### config.mk
export PLATFORM = sky130hd
export DESIGN_NAME = id_stage_flat
export DESIGN_NICKNAME = d
export VERILOG_FILES = /design/src/rtl/dlx_pkg.sv /design/src/rtl/id_stage_if.sv /design/src/rtl/id_imm_gen.sv /design/src/rtl/id_stage.sv /design/src/flat_wrapper.sv
export SDC_FILE = /design/constraint.sdc
export NUM_CORES = 1
export LEC_CHECK = 0
export ABC_AREA = 1
export CORE_MARGIN = 1.5
export CORE_UTILIZATION = 30
export CTS_CLUSTER_SIZE = 30
export DETAILED_ROUTE_END_ITERATION = 10
export SYNTH_ARGS = -nofsm -noshare
export SYNTH_HDL_FRONTEND = slang
export SYNTH_SLANG_ARGS = --single-unit
### constraint.sdc
create_clock -name clk -period 6.05 [get_ports clk]
set_input_delay 1.21 -clock clk [delete_from_list [all_inputs] [get_ports clk]]
set_output_delay 1.21 -clock clk [all_outputs]
set_load 0.005 [all_outputs]
### src/rtl/dlx_pkg.sv
// Shared DLX definitions: opcodes, the ID/EX pipeline register layout,
// and the instruction-format classifier used by decode.
package dlx_pkg;

  localparam logic [5:0] OP_RTYPE = 6'h00;
  localparam logic [5:0] OP_J     = 6'h02;
  localparam logic [5:0] OP_JAL   = 6'h03;
  localparam logic [5:0] OP_BEQZ  = 6'h04;
  localparam logic [5:0] OP_BNEZ  = 6'h05;
  localparam logic [5:0] OP_ADDI  = 6'h08;
  localparam logic [5:0] OP_ANDI  = 6'h0C;
  localparam logic [5:0] OP_ORI   = 6'h0D;
  localparam logic [5:0] OP_XORI  = 6'h0E;
  localparam logic [5:0] OP_LHI   = 6'h0F;
  localparam logic [5:0] OP_JR    = 6'h12;
  localparam logic [5:0] OP_JALR  = 6'h13;
  localparam logic [5:0] OP_LB    = 6'h20;
  localparam logic [5:0] OP_LH    = 6'h21;
  localparam logic [5:0] OP_LW    = 6'h23;
  localparam logic [5:0] OP_LBU   = 6'h24;
  localparam logic [5:0] OP_LHU   = 6'h25;
  localparam logic [5:0] OP_SB    = 6'h28;
  localparam logic [5:0] OP_SH    = 6'h29;
  localparam logic [5:0] OP_SW    = 6'h2B;

  typedef struct packed {
    logic        valid;
    logic [31:0] pc;
    logic [5:0]  op;
    logic [5:0]  func;
    logic [4:0]  rs1;
    logic [4:0]  rs2;
    logic [4:0]  rd;
    logic [31:0] a;
    logic [31:0] b;
    logic [31:0] imm;
    logic        is_load;
    logic        is_store;
    logic        reg_write;
  } idex_t;

  localparam idex_t BUBBLE = '0;

  typedef enum logic [2:0] {
    FMT_R, FMT_I, FMT_LOAD, FMT_STORE, FMT_BR, FMT_J, FMT_JAL, FMT_JALR
  } fmt_e;

  // Anything not listed decodes as an I-type ALU op.
  function automatic fmt_e op_format(input logic [5:0] op);
    case (op)
      OP_RTYPE:                           return FMT_R;
      OP_LB, OP_LH, OP_LW, OP_LBU, OP_LHU: return FMT_LOAD;
      OP_SB, OP_SH, OP_SW:                return FMT_STORE;
      OP_BEQZ, OP_BNEZ, OP_JR:            return FMT_BR;
      OP_J:                               return FMT_J;
      OP_JAL:                             return FMT_JAL;
      OP_JALR:                            return FMT_JALR;
      default:                            return FMT_I;
    endcase
  endfunction

endpackage

### src/rtl/id_stage_if.sv
// IF/ID-side bundle of the decode stage: the offered instruction, the
// flush, the stall back-pressure and the register-file read port.
interface id_stage_if;
  // ifid_* is a transfer offer while ifid_valid = 1; stall acts as not-ready:
  // while stall = 1 the offer is not consumed and ifid_* must stay constant.
  logic        ifid_valid;
  logic [31:0] ifid_instr;
  logic [31:0] ifid_pc;
  logic        flush;
  logic        stall;
  logic [4:0]  rs1;
  logic [4:0]  rs2;
  logic [31:0] s1;
  logic [31:0] s2;

  modport master (
    output ifid_valid, ifid_instr, ifid_pc, flush, s1, s2,
    input  stall, rs1, rs2
  );

  modport slave (
    input  ifid_valid, ifid_instr, ifid_pc, flush, s1, s2,
    output stall, rs1, rs2
  );
endinterface

### src/rtl/id_imm_gen.sv
// Immediate extender: zero-extends logical immediates, shifts LHI,
// sign-extends the 26-bit jump offset, sign-extends 16 bits otherwise.
module id_imm_gen
  import dlx_pkg::*;
(
  input  logic [5:0]  op,
  input  logic [25:0] field,
  output logic [31:0] imm
);

  always_comb begin
    imm = {{16{field[15]}}, field[15:0]};
    case (op)
      OP_ANDI, OP_ORI, OP_XORI: imm = {16'h0000, field[15:0]};
      OP_LHI:                   imm = {field[15:0], 16'h0000};
      OP_J, OP_JAL:             imm = {{6{field[25]}}, field};
      default:                  imm = {{16{field[15]}}, field[15:0]};
    endcase
  end

endmodule

### src/rtl/id_stage.sv
// DLX decode stage: register-number split, operand/immediate latch into
// ID/EX, one-bubble load-use interlock and taken-branch squash.
module id_stage
  import dlx_pkg::*;
#(
  parameter int STALL_CNT_W = 32
) (
  input  logic                   clk,
  input  logic                   reset_n,
  id_stage_if.slave              id,
  output logic                   ex_valid,
  output logic [31:0]            ex_pc,
  output logic [5:0]             ex_op,
  output logic [5:0]             ex_func,
  output logic [4:0]             ex_rs1,
  output logic [4:0]             ex_rs2,
  output logic [4:0]             ex_rd,
  output logic [31:0]            ex_a,
  output logic [31:0]            ex_b,
  output logic [31:0]            ex_imm,
  output logic                   ex_is_load,
  output logic                   ex_is_store,
  output logic                   ex_reg_write,
  output logic [STALL_CNT_W-1:0] stall_count
);

  idex_t                  idex;
  idex_t                  dec;
  logic [STALL_CNT_W-1:0] cnt;
  logic [5:0]             op;
  logic [31:0]            imm;
  logic [4:0]             dec_rs1, dec_rs2, dec_rd;
  logic                   dec_load, dec_store, dec_rw;
  logic                   hz;

  assign op = id.ifid_instr[31:26];

  id_imm_gen u_imm (
    .op    (op),
    .field (id.ifid_instr[25:0]),
    .imm   (imm)
  );

  // Unused sources stay 0 so they can never match a load destination.
  always_comb begin
    dec_rs1   = id.ifid_instr[25:21];
    dec_rs2   = 5'd0;
    dec_rd    = 5'd0;
    dec_load  = 1'b0;
    dec_store = 1'b0;
    dec_rw    = 1'b0;
    case (op_format(op))
      FMT_R: begin
        dec_rs2 = id.ifid_instr[20:16];
        dec_rd  = id.ifid_instr[15:11];
        dec_rw  = 1'b1;
      end
      FMT_I: begin
        dec_rd = id.ifid_instr[20:16];
        dec_rw = 1'b1;
      end
      FMT_LOAD: begin
        dec_rd   = id.ifid_instr[20:16];
        dec_rw   = 1'b1;
        dec_load = 1'b1;
      end
      FMT_STORE: begin
        dec_rs2   = id.ifid_instr[20:16];
        dec_store = 1'b1;
      end
      FMT_J:   dec_rs1 = 5'd0;
      FMT_JAL: begin
        dec_rs1 = 5'd0;
        dec_rd  = 5'd31;
        dec_rw  = 1'b1;
      end
      FMT_JALR: begin
        dec_rd = 5'd31;
        dec_rw = 1'b1;
      end
      default: ;
    endcase
  end

  always_comb begin
    dec           = BUBBLE;
    dec.valid     = id.ifid_valid;
    dec.pc        = id.ifid_pc;
    dec.op        = op;
    dec.func      = id.ifid_instr[5:0];
    dec.rs1       = dec_rs1;
    dec.rs2       = dec_rs2;
    dec.rd        = dec_rd;
    dec.a         = id.s1;
    dec.b         = id.s2;
    dec.imm       = imm;
    dec.is_load   = dec_load & id.ifid_valid;
    dec.is_store  = dec_store & id.ifid_valid;
    dec.reg_write = dec_rw & id.ifid_valid;
  end

  assign hz = id.ifid_valid & idex.valid & idex.is_load & (idex.rd != 5'd0) &
              ((idex.rd == dec_rs1) | (idex.rd == dec_rs2));

  assign id.rs1   = dec_rs1;
  assign id.rs2   = dec_rs2;
  assign id.stall = hz & ~id.flush;

  always_ff @(posedge clk) begin
    if (!reset_n) begin
      idex <= BUBBLE;
      cnt  <= '0;
    end else if (id.flush) begin
      idex <= BUBBLE;
    end else if (hz) begin
      idex <= BUBBLE;
      if (cnt != {STALL_CNT_W{1'b1}})
        cnt <= cnt + {{(STALL_CNT_W-1){1'b0}}, 1'b1};
    end else begin
      idex <= dec;
    end
  end

  assign ex_valid     = idex.valid;
  assign ex_pc        = idex.pc;
  assign ex_op        = idex.op;
  assign ex_func      = idex.func;
  assign ex_rs1       = idex.rs1;
  assign ex_rs2       = idex.rs2;
  assign ex_rd        = idex.rd;
  assign ex_a         = idex.a;
  assign ex_b         = idex.b;
  assign ex_imm       = idex.imm;
  assign ex_is_load   = idex.is_load;
  assign ex_is_store  = idex.is_store;
  assign ex_reg_write = idex.reg_write;
  assign stall_count  = cnt;

endmodule

### src/flat_wrapper.sv
// flat-port wrapper written by rule: the top's interface ports become plain ports
module id_stage_flat import dlx_pkg::*;
#(
  parameter int STALL_CNT_W = 32
)
  (clk, reset_n, ex_valid, ex_pc, ex_op, ex_func, ex_rs1, ex_rs2, ex_rd, ex_a, ex_b, ex_imm, ex_is_load, ex_is_store, ex_reg_write, stall_count, id_ifid_valid, id_ifid_instr, id_ifid_pc, id_flush, id_s1, id_s2, id_stall, id_rs1, id_rs2);
  id_stage_if id_i ();
  input  logic clk;
  input  logic reset_n;
  output logic ex_valid;
  output logic [31:0] ex_pc;
  output logic [5:0] ex_op;
  output logic [5:0] ex_func;
  output logic [4:0] ex_rs1;
  output logic [4:0] ex_rs2;
  output logic [4:0] ex_rd;
  output logic [31:0] ex_a;
  output logic [31:0] ex_b;
  output logic [31:0] ex_imm;
  output logic ex_is_load;
  output logic ex_is_store;
  output logic ex_reg_write;
  output logic [STALL_CNT_W-1:0] stall_count;
  input wire logic [$bits(id_i.ifid_valid)-1:0] id_ifid_valid;
  input wire logic [$bits(id_i.ifid_instr)-1:0] id_ifid_instr;
  input wire logic [$bits(id_i.ifid_pc)-1:0] id_ifid_pc;
  input wire logic [$bits(id_i.flush)-1:0] id_flush;
  input wire logic [$bits(id_i.s1)-1:0] id_s1;
  input wire logic [$bits(id_i.s2)-1:0] id_s2;
  output wire logic [$bits(id_i.stall)-1:0] id_stall;
  output wire logic [$bits(id_i.rs1)-1:0] id_rs1;
  output wire logic [$bits(id_i.rs2)-1:0] id_rs2;
  assign id_i.ifid_valid = id_ifid_valid;
  assign id_i.ifid_instr = id_ifid_instr;
  assign id_i.ifid_pc = id_ifid_pc;
  assign id_i.flush = id_flush;
  assign id_i.s1 = id_s1;
  assign id_i.s2 = id_s2;
  assign id_stall = id_i.stall;
  assign id_rs1 = id_i.rs1;
  assign id_rs2 = id_i.rs2;
  id_stage #(.STALL_CNT_W(STALL_CNT_W)) u_core (.clk(clk), .reset_n(reset_n), .id(id_i), .ex_valid(ex_valid), .ex_pc(ex_pc), .ex_op(ex_op), .ex_func(ex_func), .ex_rs1(ex_rs1), .ex_rs2(ex_rs2), .ex_rd(ex_rd), .ex_a(ex_a), .ex_b(ex_b), .ex_imm(ex_imm), .ex_is_load(ex_is_load), .ex_is_store(ex_is_store), .ex_reg_write(ex_reg_write), .stall_count(stall_count));
endmodule
; Word-level counts from Yosys, hierarchy flattened
; Memories as Yosys holds them, arrays and structs flattened.
; Cells that the tools add are included.
[classes]
addsub = 1
n_eq_ne = 15
mux = 7
bitwise = 11
n_reduce_logical = 11
[ops]
columns = operator, n
row1 = one-hot mux 32 bit (3 select lines), 1
row2 = adder 32 x 1 -> 32 bit (second input constant), 1
row3 = != test 32 bit (second input constant), 1
row4 = equality test 6 x 4 -> 1 bit (second input constant), 4
row5 = one-hot mux 5 bit (3 select lines), 1
row6 = equality test 6 x 2 -> 1 bit (second input constant), 2
row7 = equality test 5 bit, 2
row8 = two-way mux 5 bit, 2
row9 = OR reduction 2 bit, 5
row10 = equality test 3 bit (second input constant), 3
row11 = bitwise AND 1 bit, 8
row12 = equality test 3 x 2 -> 1 bit (second input constant), 2
row13 = OR reduction 3 bit, 2
row14 = nonzero test 5 bit, 1
row15 = OR reduction 5 bit, 1
row16 = equality test 3 x 1 -> 1 bit (second input constant), 1
row17 = zero test 3 bit, 1
row18 = two-way mux 1 bit, 3
row19 = AND reduction 3 bit, 1
row20 = NOT 1 bit, 2
row21 = bitwise OR 1 bit, 1
[word_totals]
regBits = 191
romBits = 192
inputBits = 132
out_inout_bits = 202
wordCells = 60
memories = 1
[mem_list]
columns = name, words, width, rd, rd_ports_with_merged_regs, wr, line_no
row1 = (name not given), 64, 3, 1, 0, 0, dlx_pkg.sv:50  ; case (op)

; Logic depth before layout (Yosys ltp)
; An unclocked memory read counts as a cell.
[depth]
depth_word = 8
depth_mapped = 21
depth_no_buf = 20

; Cells and area by module
; From an unflattened synthesis, not the netlist that was laid out.
[unflattened]
cells_unflattened = 1001
area_unflattened_um2 = 7656.1
[modules_own_cells]
columns = module, instances, cells_each, area_each_um2, seq_area_each_um2
row1 = id_stage, 1, 910, 7159.4, 3823.7
row2 = id_imm_gen, 1, 91, 496.7, 0.0

; Worst setup path after synthesis
; Ideal clock, no wire load.
[synth_timing]
kind = input to output
from = input id_ifid_instr[26]
to = output id_stall
arrival_ps = 2797
required_time_ps = 4840
slack_ps = 2043
stages = 17
n_path_buf = 0
cell_sequence = inv_1 ha_1 inv_1 nor2_1 nand2_1 nand3_1 nor2_2 nand3_2 nand2_2 nand2_1 nand2_1 nand2_1 nor2_1 nand3_1 nand2_2 nand2_1 nor2_1
[synth_via]
elab_chain_cells = 8
[synth_lines]
columns = item, line_no
row1 = from (decl), flat_wrapper.sv:25  ; input wire logic [$bits(id_i.ifid_instr)-1:0] id_ifid_instr;
row2 = memory (64 x 3 bit) (*), n/a
row3 = equality test 3 bit (tied with other cells), id_stage.sv:52  ; case (op_format(op))
row4 = OR reduction 2 bit (no line), n/a
row5 = two-way mux 5 bit, id_stage.sv:52
row6 = equality test 5 bit, id_stage.sv:103  ; ((idex.rd == dec_rs1) | (idex.rd == dec_rs2));
row7 = bitwise OR 1 bit (*), id_stage.sv:103
row8 = bitwise AND 1 bit (*), id_stage.sv:102  ; assign hz = id.ifid_valid & idex.valid & idex.is_load & (idex.rd != 5'd0) &
row9 = bitwise AND 1 bit (*), id_stage.sv:107  ; assign id.stall = hz & ~id.flush;
row10 = to (decl), flat_wrapper.sv:30  ; output wire logic [$bits(id_i.stall)-1:0] id_stall;
; Mark *: on every way between the ends. The rest lies on a longest branch, timed or not.

; Worst setup path in the final report
[layout_timing]
from = input id_ifid_instr[27]
to = output id_stall
; The elaborated chain is that of the path after synthesis.

==> flow_summary.ini <==
[power_and_ir_drop]
p_sw_mw = 0.7332
p_per_area_mw_per_mm2 = 244.9
p_seq_frac = 0.472
p_leak_nw = 4.843
p_clk_frac = 0.403
p_int_mw = 2.047
max-vdd-ir-drop_uv = 152.7
combPwrFrac = 0.125
switching_share = 0.2637

[worst_setup_path]
slowest_delay_ns = 0.57
rr_startpoint = u_core.ex_rd[0]$_SDFF_PP0_
critPathKind = input port to output port
reg2reg_slack_ns = 3.43
crit_chain = clkdlybuf4s50_1 > inv_1 > ha_1 > inv_1 > nor2_1 > nand2_1 > nand3_1 > nor2_2 > nand3_2 > nand2_2 > nand2_1 > nand2_1 > nand2_1 > nor2_1 > nand3_1 > nand2_2 > nand2_1 > nor2_1 > clkdlybuf4s50_1
cp.arrival_ns = 4.30
crit_top_cell = nand2_1
crit_path_start_kind = input port
cp_max_fo = 9
r2r_cells = 9
timing.critical_path.to = id_stall
slowest_stage = clkdlybuf4s50_1
r2r-end = u_core.ex_a[12]$_SDFF_PP0_
end_kind = output port
critical_path.startpoint = id_ifid_instr[27]
required_ns = 4.84

[timing]
layout_setup_ws_ns = 0.5366
fmax_mhz = 181.4
slew_headroom = 0.4815
period_share = 0.9113
period_minus_slack_ns = 5.513
whs_ns = 0.5031
finalClockSkew_ns = 0.01253
tightestPinTransition_ns = 0.7777
rsz0062_at_grt = false
final.setup.tns_ns = 0
finalMaxSlewViolations = 0
setup_viol = 0
final_hold_viol_count = 0

[synthesis]
seq_area_frac_synth = 0.5260
mappedNetlistArea_sq_mm = 0.007269
postSynthNetCount = 1053
synth_area_per_cell_sq_um = 7.945
yosysTopAreaCell = dfxtp_1
yosysTopAreaCellShare = 0.5260
syn_inst = 915
synth_cell_types = 31
yosys_warnings = 0
synth_seq_cells = 191
yosys-top-cells-area = dfxtp_1 (53%), nor2_1 (9.3%), inv_1 (8.0%)
async_flop_share = 0
synth_edf_count = 0
synth_ff_type = dfxtp_1

[global_route]
grt_max_degree = 124
use_met2 = 0.3387
antenna_found_initial = 0
grt_pass1_vias = 6738
grt_busiest_layer = met2
grt.met1_usage = 0.2312
grt_pass1_wl_um = 37740
met3_usage = 0.07240
grt_overflow_total = 0
track_usage = 0.1992

[drt]
drt-vias-per-instance = 4.422
drt-wirelength-per-cell_um = 15.85
antenna_left = 0
vias = 6899
firstDrtPassIters = 4
remaining_drc_errors = 0
drtIter0Drc = 382
wirelength_um = 24720

[placement]
portBuffers = 333
gp_congestion = 0.8899
placed_area_sq_mm = 0.01076
place_hpwl_um = 18830
dp_slack_ns = 0.5390

[layout]
final_area_sq_mm = 0.01135
area_growth_pct = 56.18
final_util = 0.4808
nNetsFinal = 1366
register_area_sq_mm = 0.003824
final_cell_mix = clkdlybuf4s50_1 (333), dfxtp_1 (191), nor2_1 (181)
n_fill_cell = 2325
diodes = 0
final_common_cell = clkdlybuf4s50_1
multi_input_area_sq_mm = 0.002550
drive_gt1_frac = 0.04271

[clock_tree]
cts_tree = yes
clk_pin_slew_worst_paths_ns = 0.07
post_cts_buffers = 0
htreeDepth = 4
cts_root_buf = clkbuf_16
clock_sinks = 191
cts_buffers = 17
hold_buffers = 0
cts_buffer_depth = 2
cts_resized = 0
insertion_delay_ns = 0.43

[die]
core_area_sq_mm = 0.02361
fp-row-count = 56
io_pins = 334
dieArea_sq_mm = 0.02517
dieHeight_um = 158.7
initial_utilization = 0.3079
fp.dieW_um = 158.7

[run_status]
status = finished clean

[hold_path]
worstHoldPathType = flip-flop to flip-flop

[flow_run]
maxCapViolCount = 0
Yosys cell counts, types with 2 or more instances:
master / number
nor2_1: 181
nand3_1: 20
nor3b_1: 5
inv_1: 154
nand4_1: 43
ha_1: 6
a221oi_1: 9
buf_2: 10
a31oi_1: 5
xnor2_1: 3
buf_4: 11
nor4_1: 8
nand2_2: 5
nand2_1: 120
clkbuf_1: 12
nor3_1: 30
nand3_2: 2
a21oi_1: 41
inv_2: 4
dfxtp_1: 191
o21ai_0: 6
clkinv_1: 2
xor2_1: 28
buf_6: 12
registers in the layout (all words and copies together), names as in the netlist:
name / flops
u_core.ex_rs2: 5
u_core.ex_func: 6
u_core.ex_a: 32
u_core.ex_imm: 32
u_core.ex_valid: 1
u_core.ex_rd: 5
u_core.stall_count: 32
u_core.ex_is_store: 1
u_core.ex_rs1: 5
u_core.ex_op: 6
u_core.ex_b: 32
u_core.ex_reg_write: 1
u_core.ex_is_load: 1
u_core.ex_pc: 32
power groups by stage:
stage / clock [mW] / combinational [mW] / sequential (mW)
2_1_floorplan: 0 / 0.128 / 1.35
3_3_place_gp: 0 / 0.348 / 1.34
3_5_place_dp: 0 / 0.350 / 1.34
4_1_cts: 1.17 / 0.352 / 1.31
5_1_grt: 1.21 / 0.381 / 1.32
6_report: 1.12 / 0.348 / 1.31
cell type report:
| cell class | instances | share of cell area |
|---|---|---|
| clock buffers | 17 | 0.03747 |
| multi-input cells | 519 | 0.2246 |
| clock inverters | 15 | 0.01444 |
| inverters | 160 | 0.05290 |
| repair buffers | 339 | 0.2987 |
| well taps | 319 | 0.03516 |
| flip-flops and latches | 191 | 0.3368 |
through the flow:
| stage | total power [mW] | std cells |
|---|---|---|
| final | 2.780 | 1560 |
| after floorplan | 1.474 | 915 |
| after CTS | 2.831 | 1560 |
| after detailed placement | 1.691 | 1528 |
| after global placement | 1.688 | 1528 |
| after global routing | 2.908 | 1560 |
critical path, delay by kind of cell:
family | cells | cell delay, ns
fa+ha+maj | 1 | 0.28
buf+inv | 4 | 1.24
simple gates | 14 | 1.54
metal layers:
metal  vias to the layer above  part of all wire  wire, um
li1                       3468                 -         -
met1                      3117              0.40      9888
met2                       283              0.48     11830
met3                        31             0.099      2456
met4                         0             0.022       545
met5                         -                 0         0
how the worst min path moves through the flow:
stage | from | to | slack [ns] | depth (start not counted)
detailed placement | u_core.stall_count[0]$_SDFFE_PN0P_ | u_core.stall_count[0]$_SDFFE_PN0P_ | 0.49 | 2
global placement | u_core.stall_count[8]$_SDFFE_PN0P_ | u_core.stall_count[8]$_SDFFE_PN0P_ | 0.49 | 2
floorplan | u_core.stall_count[8]$_SDFFE_PN0P_ | u_core.stall_count[8]$_SDFFE_PN0P_ | 0.48 | 2
global route | u_core.stall_count[25]$_SDFFE_PN0P_ | u_core.stall_count[25]$_SDFFE_PN0P_ | 0.53 | 2
CTS | u_core.stall_count[25]$_SDFFE_PN0P_ | u_core.stall_count[25]$_SDFFE_PN0P_ | 0.51 | 2
finish | u_core.stall_count[25]$_SDFFE_PN0P_ | u_core.stall_count[25]$_SDFFE_PN0P_ | 0.50 | 2
logic make-up (layout without fill, tap and decap cells):
kind of cell               count (synthesis)  count (layout)  synth area share
AOI/OAI and AO/OA                         66              66           0.05284
adders and majority gates                  6               6           0.01033
DFF                                      191             191            0.5260
and+or+nand+nor                          416             416            0.2479
xor gates and xnor gates                  31              31           0.03735
buffers and inverters                    205             531            0.1256
(Power assumes the default switching activity.)
